### config.mk
export PLATFORM = sky130hd
export DESIGN_NAME = seg7_page_ctrl
export DESIGN_NICKNAME = d
export VERILOG_FILES = /design/src/rtl/seg7_pkg.sv /design/src/rtl/hex_to_seg7.sv /design/src/rtl/seg7_page_ctrl.sv
export SDC_FILE = /design/constraint.sdc
export NUM_CORES = 1
export LEC_CHECK = 0
export CAP_MARGIN = 30
export CORE_MARGIN = 5
export CORE_UTILIZATION = 55
export CTS_CLUSTER_SIZE = 20
export DETAILED_ROUTE_END_ITERATION = 16
export GPL_ROUTABILITY_DRIVEN = 0
export PLACE_DENSITY_LB_ADDON = 0.1
export SETUP_SLACK_MARGIN = 0.3
export SLEW_MARGIN = 20
export SYNTH_ARGS = -nofsm -noshare
export SYNTH_HDL_FRONTEND = slang
export SYNTH_HIERARCHICAL = 1
export SYNTH_SLANG_ARGS = --single-unit
### constraint.sdc
create_clock -name clock -period 4.29 [get_ports clock]
set_clock_uncertainty 0.2 [all_clocks]
set_input_delay 0.858 -clock clock [delete_from_list [all_inputs] [get_ports clock]]
set_output_delay 0.858 -clock clock [all_outputs]
set_load 0.1 [all_outputs]
### src/rtl/seg7_pkg.sv
// Shared definitions for the seven-segment page controller: segment codes,
// sequencer state encoding and page-select width.
// Latency: n/a (package). Backpressure: n/a.
package seg7_pkg;

  // Active-low segment patterns, bit order {a,b,c,d,e,f,g}.
  localparam logic [6:0] SEG_0     = 7'b0000001;
  localparam logic [6:0] SEG_1     = 7'b1001111;
  localparam logic [6:0] SEG_2     = 7'b0010010;
  localparam logic [6:0] SEG_3     = 7'b0000110;
  localparam logic [6:0] SEG_4     = 7'b1001100;
  localparam logic [6:0] SEG_5     = 7'b0100100;
  localparam logic [6:0] SEG_6     = 7'b0100000;
  localparam logic [6:0] SEG_7     = 7'b0001111;
  localparam logic [6:0] SEG_8     = 7'b0000000;
  localparam logic [6:0] SEG_9     = 7'b0001100;
  localparam logic [6:0] SEG_A     = 7'b0001000;
  localparam logic [6:0] SEG_B     = 7'b1100000;
  localparam logic [6:0] SEG_C     = 7'b0110001;
  localparam logic [6:0] SEG_D     = 7'b1000010;
  localparam logic [6:0] SEG_E     = 7'b0110000;
  localparam logic [6:0] SEG_F     = 7'b0111000;
  localparam logic [6:0] SEG_BLANK = 7'b1111111;

  typedef enum logic {
    SHOW  = 1'b0,
    BLANK = 1'b1
  } state_e;

  // Two views (low and high halves of the snapshots) need one select bit.
  localparam int PAGE_W = 1;

endpackage

### src/rtl/hex_to_seg7.sv
// Nibble to seven-segment decoder (active-low, {a,b,c,d,e,f,g}).
// Latency: purely combinational. Backpressure: none.
// Ports: nib_i - 4-bit hex digit; seg_o - 7-bit segment pattern.
module hex_to_seg7
  import seg7_pkg::*;
(
  input  logic [3:0] nib_i,
  output logic [6:0] seg_o
);

  always_comb begin
    seg_o = SEG_BLANK;
    case (nib_i)
      4'h0: seg_o = SEG_0;
      4'h1: seg_o = SEG_1;
      4'h2: seg_o = SEG_2;
      4'h3: seg_o = SEG_3;
      4'h4: seg_o = SEG_4;
      4'h5: seg_o = SEG_5;
      4'h6: seg_o = SEG_6;
      4'h7: seg_o = SEG_7;
      4'h8: seg_o = SEG_8;
      4'h9: seg_o = SEG_9;
      4'hA: seg_o = SEG_A;
      4'hB: seg_o = SEG_B;
      4'hC: seg_o = SEG_C;
      4'hD: seg_o = SEG_D;
      4'hE: seg_o = SEG_E;
      4'hF: seg_o = SEG_F;
      default: seg_o = SEG_BLANK;
    endcase
  end

endmodule

### src/rtl/seg7_page_ctrl.sv
// Six-digit display sequencer: snapshots PC_val/WD_val on sample_en (unless
// frozen) and pages between two views with a blanking gap on every change.
// Latency: strobe to HEX = 2 cycles; page advance to blank HEX = 1 cycle.
// Backpressure: none; page_btn edges arriving during blanking are dropped.
// Ports:
//   clock, reset            - single clock, synchronous active-high reset
//   PC_val, WD_val          - 32-bit debug buses from the core
//   sample_en, freeze       - capture strobe and capture inhibit (level)
//   auto_mode, page_btn     - timed paging enable, manual advance button
//   HEX5..HEX0              - registered active-low segment patterns
//   page, blanking          - current page and blank-interval flag
module seg7_page_ctrl
  import seg7_pkg::*;
#(
  parameter int DWELL     = 16,
  parameter int BLANK_CYC = 2
) (
  input  logic              clock,
  input  logic              reset,
  input  logic [31:0]       PC_val,
  input  logic [31:0]       WD_val,
  input  logic              sample_en,
  input  logic              freeze,
  input  logic              auto_mode,
  input  logic              page_btn,
  output logic [6:0]        HEX5,
  output logic [6:0]        HEX4,
  output logic [6:0]        HEX3,
  output logic [6:0]        HEX2,
  output logic [6:0]        HEX1,
  output logic [6:0]        HEX0,
  output logic [PAGE_W-1:0] page,
  output logic              blanking
);

  // Width guards keep the counters at least one bit wide for degenerate values.
  localparam int DW = (DWELL > 1) ? $clog2(DWELL) : 1;
  localparam int BW = (BLANK_CYC > 1) ? $clog2(BLANK_CYC) : 1;
  localparam logic [DW-1:0] DWELL_LAST = DW'(DWELL - 1);
  localparam logic [BW-1:0] BLANK_LAST = BW'(BLANK_CYC - 1);

  logic [31:0]       pc_q;
  logic [31:0]       wd_q;
  logic [PAGE_W-1:0] page_q;
  state_e            state_q;
  logic [DW-1:0]     dwell_q;
  logic [BW-1:0]     blank_q;
  logic              page_btn_q;
  logic              blanking_q;
  logic [5:0][6:0]   hex_q;

  logic [5:0][3:0]   nib;
  logic [5:0][6:0]   seg;
  logic              btn_rise;
  logic              dwell_done;
  logic              advance_d;

  // Only the low 16 PC bits are ever displayed; the rest are kept in the
  // snapshot so a debugger view of pc_q matches the core.
  logic unused_pc_hi;
  assign unused_pc_hi = ^pc_q[31:16];

  // Digit 5 is the MSB slice, so each view is one contiguous concatenation.
  always_comb begin
    nib = {pc_q[7:0], wd_q[15:0]};
    if (page_q != '0) begin
      nib = {pc_q[15:8], wd_q[31:16]};
    end
  end

  for (genvar gi = 0; gi < 6; gi++) begin : g_dec
    hex_to_seg7 u_dec (
      .nib_i (nib[gi]),
      .seg_o (seg[gi])
    );
  end

  assign btn_rise   = page_btn & ~page_btn_q;
  assign dwell_done = auto_mode && (dwell_q == DWELL_LAST);
  // Expiry and button in the same cycle collapse into one advance.
  assign advance_d  = (state_q == SHOW) && (dwell_done || btn_rise);

  always_ff @(posedge clock) begin
    if (reset) begin
      pc_q       <= '0;
      wd_q       <= '0;
      page_q     <= '0;
      state_q    <= SHOW;
      dwell_q    <= '0;
      blank_q    <= '0;
      page_btn_q <= 1'b0;
      blanking_q <= 1'b0;
      hex_q      <= {6{SEG_0}};
    end else begin
      page_btn_q <= page_btn;

      if (sample_en && !freeze) begin
        pc_q <= PC_val;
        wd_q <= WD_val;
      end

      // Output stage follows the state one cycle behind, so HEX blanks
      // starting the cycle after the page flag changes.
      hex_q <= (state_q == BLANK) ? {6{SEG_BLANK}} : seg;

      case (state_q)
        SHOW: begin
          if (advance_d) begin
            page_q     <= ~page_q;
            dwell_q    <= '0;
            blank_q    <= '0;
            state_q    <= BLANK;
            blanking_q <= 1'b1;
          end else if (auto_mode) begin
            dwell_q <= dwell_q + 1'b1;
          end
        end
        BLANK: begin
          if (blank_q == BLANK_LAST) begin
            blank_q    <= '0;
            state_q    <= SHOW;
            blanking_q <= 1'b0;
          end else begin
            blank_q <= blank_q + 1'b1;
          end
        end
        default: begin
          state_q    <= SHOW;
          blanking_q <= 1'b0;
        end
      endcase
    end
  end

  assign HEX5     = hex_q[5];
  assign HEX4     = hex_q[4];
  assign HEX3     = hex_q[3];
  assign HEX2     = hex_q[2];
  assign HEX1     = hex_q[1];
  assign HEX0     = hex_q[0];
  assign page     = page_q;
  assign blanking = blanking_q;

endmodule

==> impl_metrics.py <==
metrics = {
    "clock_network": {
        "cts_root_buffer": "clkbuf_8",
        "cts_sinks": 99,
        "cts_tree": "built",
        "cts.path.max_buffers": 2,
        "cts_max_level": 3,
        "post-cts-setup-buffers": 0,
        "numCtsBuffers": 9,
        "holdBufCountCts": 0,
        "cts_resized": 0,
        "clk_latency_ns": 0.36,
        "clkTransAtPathRegs_ns": 0.09,
    },
    "floorplanning": {
        "io_pins": 114,
        "die_y_um": 106.7,
        "core_area_um2": 9196,
        "fp.dieW_um": 106.7,
        "initial_core_util": 0.5596,
        "die-area_um2": 11390,
        "row_count": 35,
    },
    "synthesis": {
        "synth_compound_area_frac": 0.1451,
        "synthAdderAreaFrac": 0.08996,
        "syn_area_um2": 5146,
        "yosysSeqAreaShare": 0.3851,
        "async_reset_ff_frac": 0,
        "synth_edf_count": 0,
        "synthCells": 632,
        "synth-simple-area-share": 0.2278,
        "synth.area.mux_share": 0.08704,
        "synth_seq_cells": 99,
        "synth_top_family_by_area": "simple AND/OR/NAND/NOR gates",
        "synth_xor_area_frac": 0.003404,
        "yosysWarnings": 6,
        "avgSynthCellArea_um2": 8.143,
        "ys.flop_type": "dfxtp_1",
        "synthesis.nets": 739,
        "synth.distinct_cells": 42,
    },
    "pwr": {
        "switchingPower_uw": 839.6,
        "seqPwrFrac": 0.428,
        "worst_ir_drop_vdd_uv": 175.5,
        "p_int_mw": 1.506,
        "p_per_area_nw_per_um2": 374.1,
        "p_clk_frac": 0.259,
        "p_sw_frac": 0.3579,
        "p_comb_frac": 0.313,
        "leakagePower_nw": 2.422,
    },
    "drt": {
        "drc": 0,
        "drtAntennaViolNets": 0,
        "dr.pass1.iters": 4,
        "vias": 4305,
        "detail_route.wl_per_cell_um": 13.36,
        "viasPerCell": 5.244,
        "routed_wl_um": 10970,
        "drt_iter0_markers": 154,
    },
    "placed_design": {
        "dp_slack_ns": 1.475,
        "dp.cells": 804,
        "dp_hpwl_um": 7913,
        "io_buffer_count": 97,
    },
    "setup_path": {
        "cpMaxStageDelayCell": "clkdlybuf4s50_1",
        "rr_startpoint": "page",
        "cp-start-kind": "register",
        "path_class": "register to output pin",
        "crit_required_ns": 3.23,
        "r2r_end": "HEX1[6]",
        "critPathMaxFanout": 1,
        "reg2reg_slack_ns": 1.79,
        "cp.arrival_ns": 1.83,
        "crit_family": "buffers and inverters",
        "cp_cell_sequence": "clkdlybuf4s50_1",
        "cp_num_buf_inv": 1,
        "slowest_delay_ns": 1.14,
        "reg2reg_depth": 9,
        "endpoint_kind": "output pin",
    },
    "sta": {
        "final-setup-viol-count": 0,
        "slew_violations": 0,
        "hold_violations": 0,
        "post-route-period-util": 0.6726,
        "fmax_mhz": 346.6,
        "worst_slew_pin_slew_ns": 0.9937,
        "period_needed_ns": 2.886,
        "setup_ws_ns": 1.404,
        "tns_ns": 0,
        "rsz0062_at_grt": "false",
        "max-slew-margin-rel": 0.3355,
    },
    "final_layout": {
        "diodes": 0,
        "fin_cells": 821,
        "area_delta_synth_final_pct": 21.83,
        "fill_cells": 786,
        "finalNetCount": 812,
        "layout-drive-gt1-share": 0.1014,
    },
    "status": {
        "outcome": "complete, no violations",
    },
    "job": {
        "drv_cap": 0,
    },
    "min_path": {
        "hp-start": "wd_q[20]",
        "hold_end": "wd_q[20]",
        "hp-class": "register to register",
        "worstHoldPathCells": 2,
    },
    "global_route": {
        "gr-usage-all-layers": 0.1988,
        "grt_first_pass_wirelength_um": 18690,
        "antenna_found_initial": 0,
        "grt_max_degree": 66,
        "grt_overflow": 0,
        "grt_pass1_vias": 4113,
    },
}
-- worst max path at each step --
stage	slack, ns	from	to	depth (start not counted)
after floorplan	1.22	page	HEX2[0]	7
after global placement	1.48	page	HEX2[0]	5
after detailed placement	1.48	page	HEX2[0]	5
after CTS	1.30	page	page	2
after global routing	1.34	HEX2[6]	HEX2[6]	1
final	1.40	HEX2[6]	HEX2[6]	1
-- power groups by stage --
stage / Combinational (mW) / Clock, mW / Sequential, mW
6_report: 0.734 / 0.608 / 1.00
5_1_grt: 0.786 / 0.661 / 1.01
4_1_cts: 0.727 / 0.627 / 1.01
3_5_place_dp: 0.726 / 0 / 1.03
3_3_place_gp: 0.713 / 0 / 1.03
2_1_floorplan: 0.287 / 0 / 1.30
-- layout make-up --
class | count | area, um2 | share of cell area
Multi-Input combinational cell | 474 | 2850 | 0.4546
Sequential cell | 99 | 1982 | 0.3161
Timing Repair Buffer | 103 | 1028 | 0.1640
Clock buffer | 11 | 141.4 | 0.02255
Tap cell | 111 | 138.9 | 0.02215
Inverter | 18 | 67.56 | 0.01078
Clock inverter | 5 | 61.31 | 0.009778
-- Yosys cell counts (2+ instances only) --
cell | n | area (um2)
o32ai_2 | 4 | 65.06
dfxtp_1 | 99 | 1982
buf_4 | 10 | 75.07
a21boi_1 | 4 | 30.03
nor2_1 | 111 | 416.7
inv_2 | 4 | 15.01
mux2i_1 | 5 | 50.05
inv_1 | 14 | 52.55
buf_2 | 22 | 110.1
or3_1 | 6 | 37.54
o21ai_0 | 10 | 50.05
buf_6 | 4 | 45.04
a21oi_1 | 67 | 335.3
xnor2_1 | 2 | 17.52
mux2_2 | 30 | 337.8
a22o_1 | 7 | 61.31
nand2b_1 | 2 | 12.51
nand2_1 | 110 | 412.9
or3b_1 | 6 | 52.55
o31ai_1 | 5 | 37.54
nor2b_1 | 6 | 37.54
nand3b_1 | 2 | 15.01
nor3_1 | 2 | 10.01
clkbuf_1 | 5 | 18.77
nand3_1 | 18 | 90.09
o21ai_1 | 22 | 110.1
mux2_4 | 4 | 60.06
ha_1 | 37 | 462.9
-- sequential cells by signal, summed over array words and instances (netlist names) --
| name | count |
|---|---|
| HEX3 | 7 |
| state_q | 1 |
| wd_q | 32 |
| HEX5 | 7 |
| blank_q | 1 |
| HEX4 | 7 |
| blanking | 1 |
| page_btn_q | 1 |
| HEX1 | 7 |
| pc_q | 16 |
| dwell_q | 4 |
| HEX2 | 7 |
| HEX0 | 7 |
| page | 1 |
-- cell usage in the layout, fill, tap and decap left out, types with 2 or more instances in the layout --
master / n
nor2_1: 111
nand2_1: 110
dfxtp_1: 99
clkdlybuf4s50_1: 95
a21oi_1: 67
ha_1: 37
mux2_2: 30
o21ai_1: 22
nand3_1: 18
inv_1: 14
o21ai_0: 10
clkbuf_8: 10
a22o_1: 7
nor2b_1: 6
or3_1: 6
or3b_1: 6
mux2i_1: 5
o31ai_1: 5
buf_4: 5
a21boi_1: 4
inv_2: 4
o32ai_2: 4
mux2_4: 4
nor3_1: 2
xnor2_1: 2
nand3b_1: 2
clkinv_4: 2
-- per-stage QoR --
| step | total power [mW] | hold slack (ns) | utilization | instance area, um2 |
|---|---|---|---|---|
| global placement | 1.743 | 0.2389 | 0.6581 | 6052 |
| global route | 2.458 | 0.2777 | 0.6818 | 6270 |
| detailed placement | 1.758 | 0.2454 | 0.6581 | 6052 |
| finish | 2.346 | 0.2574 | 0.6818 | 6270 |
| CTS | 2.364 | 0.2599 | 0.6801 | 6255 |
| floorplan | 1.587 | 0.2329 | - | 5146 |
-- routing by layer --
layer	wire (um)	vias up	global-route usage
met1	5108	1963	0.2530
met2	5211	93	0.3359
li1	-	2236	-
met5	0	-	0
met3	518	13	0.04275
met4	133	0	0.06393
-- logic make-up (layout without fill, tap and decap cells) --
group,count (synthesis),in the layout
compound gates,125,125
xor+xnor,2,2
fa+ha+maj,37,37
buf+inv,59,137
flops,99,99
mux,39,39
simple gates,271,271
No activity file was read; power rests on OpenSTA's default activity.
